--- config.mk ---
export PLATFORM = sky130hd
export DESIGN_NAME = jk_counter_reg
export DESIGN_NICKNAME = d
export VERILOG_FILES = /design/src/rtl/jk_pkg.sv /design/src/rtl/jkff_cell.sv /design/src/rtl/jk_counter_reg.sv
export SDC_FILE = /design/constraint.sdc
export NUM_CORES = 1
export LEC_CHECK = 0
export ABC_AREA = 1
export CORE_MARGIN = 2
export CORE_UTILIZATION = 40
export DETAILED_ROUTE_END_ITERATION = 8
export PLACE_DENSITY = 0.75
export SLEW_MARGIN = 20
export SYNTH_ARGS = -nofsm -noshare
export SYNTH_HDL_FRONTEND = slang
export SYNTH_SLANG_ARGS = --single-unit
export TNS_END_PERCENT = 100
--- constraint.sdc ---
create_clock -name clk -period 2.2 [get_ports clk]
set_clock_uncertainty 0.05 [all_clocks]
set_input_delay 0.44 -clock clk [delete_from_list [all_inputs] [get_ports clk]]
set_output_delay 0.44 -clock clk [all_outputs]
set_load 0.01 [all_outputs]
--- src/rtl/jk_pkg.sv ---
// jk_pkg: shared definitions for the JK-cell register/counter.
//
// Contents:
//   MODE_* constants  operating mode encoding of the 2-bit mode input
//   bit_act_e         per-bit next-state intent, encoded so that
//                     bit[1] is the cell J input and bit[0] is the cell K input
//   act_from_target() intent that moves a bit from its current value to a target
//   act_from_jk()     intent given raw J/K inputs (JK mode)
package jk_pkg;

  localparam logic [1:0] MODE_JK    = 2'b00;
  localparam logic [1:0] MODE_COUNT = 2'b01;
  localparam logic [1:0] MODE_SHIFT = 2'b10;
  localparam logic [1:0] MODE_HOLD  = 2'b11;

  typedef enum logic [1:0] {
    ACT_HOLD   = 2'b00,
    ACT_CLEAR  = 2'b01,
    ACT_SET    = 2'b10,
    ACT_TOGGLE = 2'b11
  } bit_act_e;

  // Counter and shift modes know the desired next value; express the change
  // as set/clear so a bit that already matches is simply held.
  function automatic bit_act_e act_from_target(input logic cur, input logic tgt);
    bit_act_e act;
    act = ACT_HOLD;
    if (tgt && !cur) begin
      act = ACT_SET;
    end else if (!tgt && cur) begin
      act = ACT_CLEAR;
    end
    return act;
  endfunction

  function automatic bit_act_e act_from_jk(input logic jv, input logic kv);
    bit_act_e act;
    case ({jv, kv})
      2'b01:   act = ACT_CLEAR;
      2'b10:   act = ACT_SET;
      2'b11:   act = ACT_TOGGLE;
      default: act = ACT_HOLD;
    endcase
    return act;
  endfunction

endpackage

--- src/rtl/jkff_cell.sv ---
// jkff_cell: single-bit JK flip-flop with synchronous parallel load.
//
// Ports:
//   clk     in   rising-edge clock
//   reset   in   asynchronous active-low reset, clears q
//   j, k    in   JK controls: 00 hold, 01 clear, 10 set, 11 toggle
//   ld      in   synchronous load, overrides j/k
//   ld_val  in   value captured when ld=1
//   q       out  flip-flop state
module jkff_cell (
  input  logic clk,
  input  logic reset,
  input  logic j,
  input  logic k,
  input  logic ld,
  input  logic ld_val,
  output logic q
);

  always_ff @(posedge clk or negedge reset) begin
    if (!reset) begin
      q <= 1'b0;
    end else if (ld) begin
      q <= ld_val;
    end else begin
      case ({j, k})
        2'b01:   q <= 1'b0;
        2'b10:   q <= 1'b1;
        2'b11:   q <= ~q;
        default: q <= q;
      endcase
    end
  end

endmodule

--- src/rtl/jk_counter_reg.sv ---
// jk_counter_reg: WIDTH-bit register built from JK flip-flop cells.
// Modes: per-bit JK, modulo up/down counter, serial shift, hold.
// Parallel load has priority over everything except reset and ignores en.
//
// Parameters:
//   WIDTH  register width, 2..16
//   counter modulus parameter, 2..2**WIDTH
// Ports:
//   clk    in   rising-edge clock
//   reset  in   asynchronous active-low reset, q cleared immediately
//   en     in   enable for mode operations (not for load)
//   load   in   synchronous parallel load of d
//   d      in   parallel load data
//   mode   in   00 JK, 01 COUNT, 10 SHIFT, 11 HOLD
//   dir    in   COUNT direction, 1 up / 0 down
//   j      in   per-bit J; j[0] is the serial input in SHIFT mode
//   k      in   per-bit K (JK mode only)
//   q      out  register state
//   qn     out  ~q
//   tc     out  terminal count, combinational, high in the cycle before a wrap
module jk_counter_reg
  import jk_pkg::*;
#(
  parameter int WIDTH = 4,
  parameter int MOD   = 2 ** WIDTH
) (
  input  logic             clk,
  input  logic             reset,
  input  logic             en,
  input  logic             load,
  input  logic [WIDTH-1:0] d,
  input  logic [1:0]       mode,
  input  logic             dir,
  input  logic [WIDTH-1:0] j,
  input  logic [WIDTH-1:0] k,
  output logic [WIDTH-1:0] q,
  output logic [WIDTH-1:0] qn,
  output logic             tc
);

  // Counter terminal value at WIDTH bits; full modulus yields all ones.
  localparam logic [WIDTH-1:0] TOP_VAL = WIDTH'(MOD - 1);

  logic [WIDTH-1:0] cnt_next;
  logic [WIDTH-1:0] shift_next;
  logic [WIDTH-1:0] cell_j;
  logic [WIDTH-1:0] cell_k;
  bit_act_e         act [WIDTH];

  // Up-count wraps at or above TOP_VAL so an out-of-range load recovers in
  // one edge; down-count only special-cases zero.
  always_comb begin
    cnt_next = q;
    if (dir) begin
      cnt_next = (q >= TOP_VAL) ? '0 : q + WIDTH'(1);
    end else begin
      cnt_next = (q == '0) ? TOP_VAL : q - WIDTH'(1);
    end
  end

  assign shift_next = {q[WIDTH-2:0], j[0]};

  always_comb begin
    for (int i = 0; i < WIDTH; i++) begin
      act[i] = ACT_HOLD;
      if (en) begin
        case (mode)
          MODE_JK:    act[i] = act_from_jk(j[i], k[i]);
          MODE_COUNT: act[i] = act_from_target(q[i], cnt_next[i]);
          MODE_SHIFT: act[i] = act_from_target(q[i], shift_next[i]);
          default:    act[i] = ACT_HOLD;
        endcase
      end
    end
  end

  // Intent encoding doubles as the cell's {j, k} pair.
  always_comb begin
    cell_j = '0;
    cell_k = '0;
    for (int i = 0; i < WIDTH; i++) begin
      cell_j[i] = act[i][1];
      cell_k[i] = act[i][0];
    end
  end

  for (genvar gi = 0; gi < WIDTH; gi++) begin : g_cell
    jkff_cell u_cell (
      .clk    (clk),
      .reset  (reset),
      .j      (cell_j[gi]),
      .k      (cell_k[gi]),
      .ld     (load),
      .ld_val (d[gi]),
      .q      (q[gi])
    );
  end

  assign qn = ~q;

  assign tc = en & (mode == MODE_COUNT) &
              ((dir & (q == TOP_VAL)) | (~dir & (q == '0)));

endmodule

; After elaboration in Yosys (flattened, before gate mapping)
; Cells that the tools add are included.
[word_totals]
ff_bits = 4
in_bits = 19
out_inout_bits = 9
elab_cells = 115
[classes]
add_sub_neg = 2
magnitude_cmp = 1
n_eq_ne = 27
mux = 39
bitwise_logic = 11
reduce_logical = 31
[ops]
columns = op, count
row1 = $pmux W2 S3, 8
row2 = $eq A2 B2 Y1 const B, 17
row3 = $mux W2, 12
row4 = $eq A2 B1 Y1 const B, 9
row5 = $logic_and A1 B1 Y1, 16
row6 = $reduce_bool A4 Y1, 4
row7 = $mux W1, 12
row8 = $mux W4, 3
row9 = $pmux W1 S3, 4
row10 = $logic_not A1 Y1, 9
row11 = $not A1 Y1, 5
row12 = $add A4 B1 Y4 const B, 1
row13 = $and A1 B1 Y1, 4
row14 = $eq A4 B4 Y1 const B, 1
row15 = $ge A4 B4 Y1 const B, 1
row16 = $logic_not A4 Y1, 1
row17 = $not A4 Y4, 1
row18 = $sub A4 B1 Y4 const B, 1
row19 = $logic_not A2 Y1, 1
row20 = $or A1 B1 Y1, 1

; Depth between registers and ports, before layout
; Gate-level depths: netlist (run 1).
[logic_depth]
depth_word = 12
mapped_depth = 17
mapped_depth_nobuf = 16

; Cells and area by module
; A second synthesis (run 1) with hierarchy kept.
[unflattened]
hier_cells = 115
area_unflattened_um2 = 630.6
[by_module_without_submodules]
columns = module, instances, cells_per_inst, area_each_um2
row1 = jk_counter_reg, 1, 79, 405.4
row2 = jkff_cell, 4, 9, 56.3

; Worst setup path after synthesis (run 1)
; OpenSTA, ideal clock, no wires.
[synth_path]
path_kind = register -> register
startpoint = register g_cell[0].u_cell.q
endpoint = register g_cell[3].u_cell.q
arrival_ns = 1.964
required_ns = 2.068
path_slack_ns = 0.104
path_stages_with_launch = 17
synth_period_minus_slack_ns = 2.096
cell_sequence = dfrtp_1 inv_1 ha_1 inv_1 o21ai_0 nand2_1 nand2_1 nand2_1 nand2_1 nand3_1 nand3_1 nand2_1 inv_1 ha_1 o21ai_0 o21ai_0 a31oi_1
[synth_via]
elab_chain_len = 12
[synth_lines]
columns = element, line_no
row1 = from (decl), jkff_cell.sv:17  ; output logic q
row2 = from (signal assigned), jkff_cell.sv:24  ; q <= ld_val;
row3 = from (signal assigned), jkff_cell.sv:29  ; 2'b11: q <= ~q;
row4 = from (signal assigned), jkff_cell.sv:30  ; default: q <= q;
row5 = $sub A4 B1 Y4 (tied with other cells), jk_counter_reg.sv:57  ; cnt_next = (q == '0) ? TOP_VAL : q - WIDTH'(1);
row6 = "$mux W4, on equally long branches", "jk_counter_reg.sv:57, jk_counter_reg.sv:55"
row7 = $mux W4 *, jk_counter_reg.sv:54  ; if (dir) begin
row8 = $logic_not A1 Y1, jk_pkg.sv:30  ; end else if (!tgt && cur) begin
row9 = $logic_and A1 B1 Y1, jk_pkg.sv:30
row10 = $mux W1, jk_pkg.sv:30
row11 = $mux W2 *, jk_pkg.sv:28  ; if (tgt && !cur) begin
row12 = $pmux W2 S3 *, jk_counter_reg.sv:67  ; case (mode)
row13 = $mux W2 *, jk_counter_reg.sv:66  ; if (en) begin
row14 = $eq A2 B2 Y1 / $eq A2 B1 Y1 (equally long branches), jkff_cell.sv:26  ; case ({j, k})
row15 = $pmux W1 S3, jkff_cell.sv:26
row16 = $mux W1, jkff_cell.sv:23  ; end else if (ld) begin
row17 = to (signal assigned), jkff_cell.sv:24
row18 = to (signal assigned), jkff_cell.sv:29
row19 = to (signal assigned), jkff_cell.sv:30
row20 = to (decl), jkff_cell.sv:17
; Mark *: on every way between the ends. The rest lies on a longest branch, timed or not.
; A chain may end at the register's enable or synchronous reset.

; Worst setup path in the final report (run 1)
[layout_path]
startpoint = register g_cell[1].u_cell.q
endpoint = register g_cell[3].u_cell.q
[layout_via]
elab_chain_len = 12
[layout_lines]
columns = element, line_no
row1 = from (decl), jkff_cell.sv:17
row2 = from (signal assigned), jkff_cell.sv:24
row3 = from (signal assigned), jkff_cell.sv:29
row4 = from (signal assigned), jkff_cell.sv:30
row5 = $sub A4 B1 Y4 (tied with other cells), jk_counter_reg.sv:57
row6 = "$mux W4, on equally long branches", "jk_counter_reg.sv:57, jk_counter_reg.sv:55"
row7 = $mux W4 *, jk_counter_reg.sv:54
row8 = $logic_not A1 Y1, jk_pkg.sv:30
row9 = $logic_and A1 B1 Y1, jk_pkg.sv:30
row10 = $mux W1, jk_pkg.sv:30
row11 = $mux W2 *, jk_pkg.sv:28
row12 = $pmux W2 S3 *, jk_counter_reg.sv:67
row13 = $mux W2 *, jk_counter_reg.sv:66
row14 = $eq A2 B2 Y1 / $eq A2 B1 Y1 (equally long branches), jkff_cell.sv:26
row15 = $pmux W1 S3, jkff_cell.sv:26
row16 = $mux W1, jkff_cell.sv:23
; Marked as above.

==> results of run 1 <==
## layer usage
layer	GRT usage, %	up-vias	share of wire (%)
li1	-	482	-
met1	24.4	432	43
met2	40.0	30	51
met3	4.62	2	5.4
met4	3.33	0	0.96
met5	0	-	0
## repair_timing
action,in CTS,in global routing
pin swaps,1,5
setup endpoints to repair,2,4
hold buffers,0,0
resized for setup,4,14
## final cells by class
| class | count | area share (%) |
|---|---|---|
| Multi-Input combinational cell | 97 | 48.3 |
| Clock buffer | 3 | 1.93 |
| Sequential cell | 4 | 8.67 |
| Timing Repair Buffer | 42 | 33.0 |
| Tap cell | 25 | 2.68 |
| Inverter | 17 | 5.46 |
## worst reg2reg max path, stage by stage, from the launching register on
cell and delay (ns):
dfrtp_1 0.43, inv_2 0.08, ha_1 0.15, inv_1 0.06
o21ai_1 0.08, nand2_1 0.06, nand2_1 0.06, nand2_1 0.07
nand2_1 0.06, nand3_1 0.06, nand3_1 0.08, nand2_1 0.05
inv_1 0.10, ha_4 0.22, o21ai_1 0.18, a31oi_1 0.11
## kinds of logic (layout without fill, tap and decap cells)
family | count (synthesis) | count (layout) | share of synthesized area, %
AND/OR/NAND/NOR | 60 | 60 | 33.4
AO/OA/AOI/OAI | 24 | 24 | 18.0
buffers and inverters | 22 | 62 | 14.0
adder cells (fa/ha/maj) | 12 | 12 | 20.0
flip-flops | 4 | 4 | 13.4
XOR/XNOR | 1 | 1 | 1.17
## report_power, final
part	internal (W)	leakage, nW	switching [W]	total [W]
Clock	0.0000611	0.0138	0.0000307	0.0000918
Combinational	0.000141	0.540	0.000132	0.000273
Sequential	0.0000839	0.0444	0.0000162	0.000100
## worst paths after layout
check,end,cells after the start,startpoint
hold reg to reg,g_cell[2].u_cell.q,2,g_cell[2].u_cell.q
min in group clk,g_cell[2].u_cell.q,2,g_cell[2].u_cell.q
setup reg to reg,g_cell[3].u_cell.q,15,g_cell[1].u_cell.q
max in group asynchronous,g_cell[0].u_cell.q,1,reset
hold / removal,g_cell[3].u_cell.q,1,reset
setup / recovery,g_cell[3].u_cell.q,15,g_cell[1].u_cell.q
## through the flow
step | utilization, % | setup slack, ns | cells | setup TNS, ns | total power [W]
after floorplan | - | 0.104 | 123 | 0 | 0.000240
after global placement | 64.3 | -0.191 | 185 | -0.680 | 0.000358
after detailed placement | 64.3 | -0.259 | 185 | -0.886 | 0.000365
after CTS | 65.4 | 0.000711 | 188 | 0 | 0.000463
after global routing | 67.0 | -0.00510 | 188 | -0.00510 | 0.000507
final | 67.0 | 0.180 | 188 | 0 | 0.000465
## cells in the final DEF (no fill, tap or decap), types with 3 or more instances in the layout
cell type,instances
nand2_1,28
clkdlybuf4s50_1,23
buf_4,15
nor2_1,14
inv_1,13
ha_1,11
nand3_1,9
o21ai_0,8
a31oi_1,7
o21ai_1,5
inv_2,4
nor3_1,3
clkbuf_4,3
dfrtp_1,3
==> metrics.md, run 1 <==
| Metric | Value |
|---|---|
| Outcome | completed |
| Nets | 196 |
| Final worst path period share | 91.8% |
| Dpl cell area | 0.00112 mm^2 |
| Vias in the first global route | 854 |
| Count leader, synth | nand2_1 |
| Pin count of the biggest net entering global routing | 10 |
| Storage cell area | 101 um^2 |
| Final hold vios | 0 |
| Max-cap viol count | 0 |
| Post-DR wirelength/cell | 11.6 um |
| Antenna-violating nets left | 0 |
| CP endpoint kind | flop |
| Least-Margin Pin Slew | 0.251 ns |
| Signal arrival time at the worst endpoint | 2.08 ns |
| CP max FO | 4 |
| Multi-input logic area | 564 um^2 |
| PwrDens | 398 mW/mm^2 |
| EDFF count, synth | 0 |
| Chip width | 47.3 um |
| Postcts setup bufs | 0 |
| Biggest regs | g_cell.u_cell.q (4) |
| Fmax | 0.495 GHz |
| Layout cells sized above 1 | 16.6% |
| Critical-path cell list | inv_2 > ha_1 > inv_1 > o21ai_1 > nand2_1 > nand2_1 > nand2_1 > nand2_1 > nand3_1 > nand3_1 > nand2_1 > inv_1 > ha_4 > o21ai_1 > a31oi_1 |
| Kind of cell adding the most delay to the critical path | simple AND/OR/NAND/NOR gates |
| Slew Viols, Final | 0 |
| Min cycle time layout | 2.02 ns |
| Final GP Congestion | 0.901 |
| Sequential share of the synthesized area | 13.4% |
| CP max stage cell | dfrtp_1 |
| Mapped Area | 749 um^2 |
| Synth area leader | ha_1 |
| Remaining DRCs | 0 |
| Iter 0 DRT Violations | 10 |
| Ports | 28 |
| Clock slew at reported path FFs | 0.04 ns |
| Synth warnings | 0 |
| Initial core utilization | 42.9% |
| Layout area overhead | 55.9% |
| Post-DR vias/cell | 5.03 |
| Row cnt | 15 |
| Core area | 0.00175 mm^2 |
| CTS HTree Levels | 1 |
| Startpoint types | flop |
| 1st-pass router iterations | 4 |
| Die ar. | 0.00224 mm^2 |
| Largest reg by FF count | g_cell.u_cell.q |
| DRT Wirelength | 2.19 mm |
| Final setup vio count | 0 |
| N_diodes | 0 |
| WHS | 0.354 ns |
| Worst skew pair latency | 0.24 ns |
| Top FF cell, synth | dfrtp_1 |
| Max clock buf depth | 2 |
| Syn_nets | 154 |
| Total GRT Usage | 21.2% |
| Slew headroom | 83.3% |
| Post-DP HPWL | 1.80 mm |
| Clock buffer count from CTS | 3 |
| Number of flip-flops in the largest register | 4 |
| Leakage power | 0.598 nW |
| Top cells by count, synth | nand2_1 (30), inv_1 (16), nor2_1 (15), o21ai_0 (13), ha_1 (12) |
| CP required | 2.26 ns |
| Asr flop ratio synth | 100% |
| Syn_area_per_cell | 6.09 um^2 |
| Worst VDD drop | 0.300 mV |
| Gate Count Post-Synth | 123 |
| Filler Cell Count | 173 |
| HP Class | in2async |
| R2R Setup Slk | 0.18 ns |
| Vias | 946 |
| Global route total overflow | 0 |
| Bufs and invs on worst path | 3 |
| #FFs+latches synth | 4 |
| Unique masters post-synth | 20 |
| CTS sink count | 4 |
| Clk root buf | clkbuf_4 |
| WS Path Type | reg2reg |
| Synth area leaders | ha_1 (20%), nand2_1 (15%), dfrtp_1 (13%) |
| Global-route wire length before repair | 3.40 mm |
| Port Buffers | 27 |
| Yosys top cell area share | 20.0% |
| Slowest stage delay, CP | 0.43 ns |
| CTS tree | done |
| Die span in y | 47.3 um |
| Initial antenna violation count | 0 |
| Most used cell, CP | nand2_1 |
| Design Area, Final | 0.00117 mm^2 |
Note: power is estimated with default switching activity, not from simulation.
==> inputs of run 2 (changes only) <==
--- a/config.mk
+++ b/config.mk
@@ -8,6 +8,7 @@
 export ABC_AREA = 1
 export CORE_MARGIN = 2
 export CORE_UTILIZATION = 40
+export CTS_BUF_LIST = sky130_fd_sc_hd__clkbuf_4 sky130_fd_sc_hd__clkbuf_8
 export DETAILED_ROUTE_END_ITERATION = 8
 export PLACE_DENSITY = 0.75
 export SLEW_MARGIN = 20
==> results of run 2 <==
The final DEF is identical to that of run 1; final timing and power are the same.
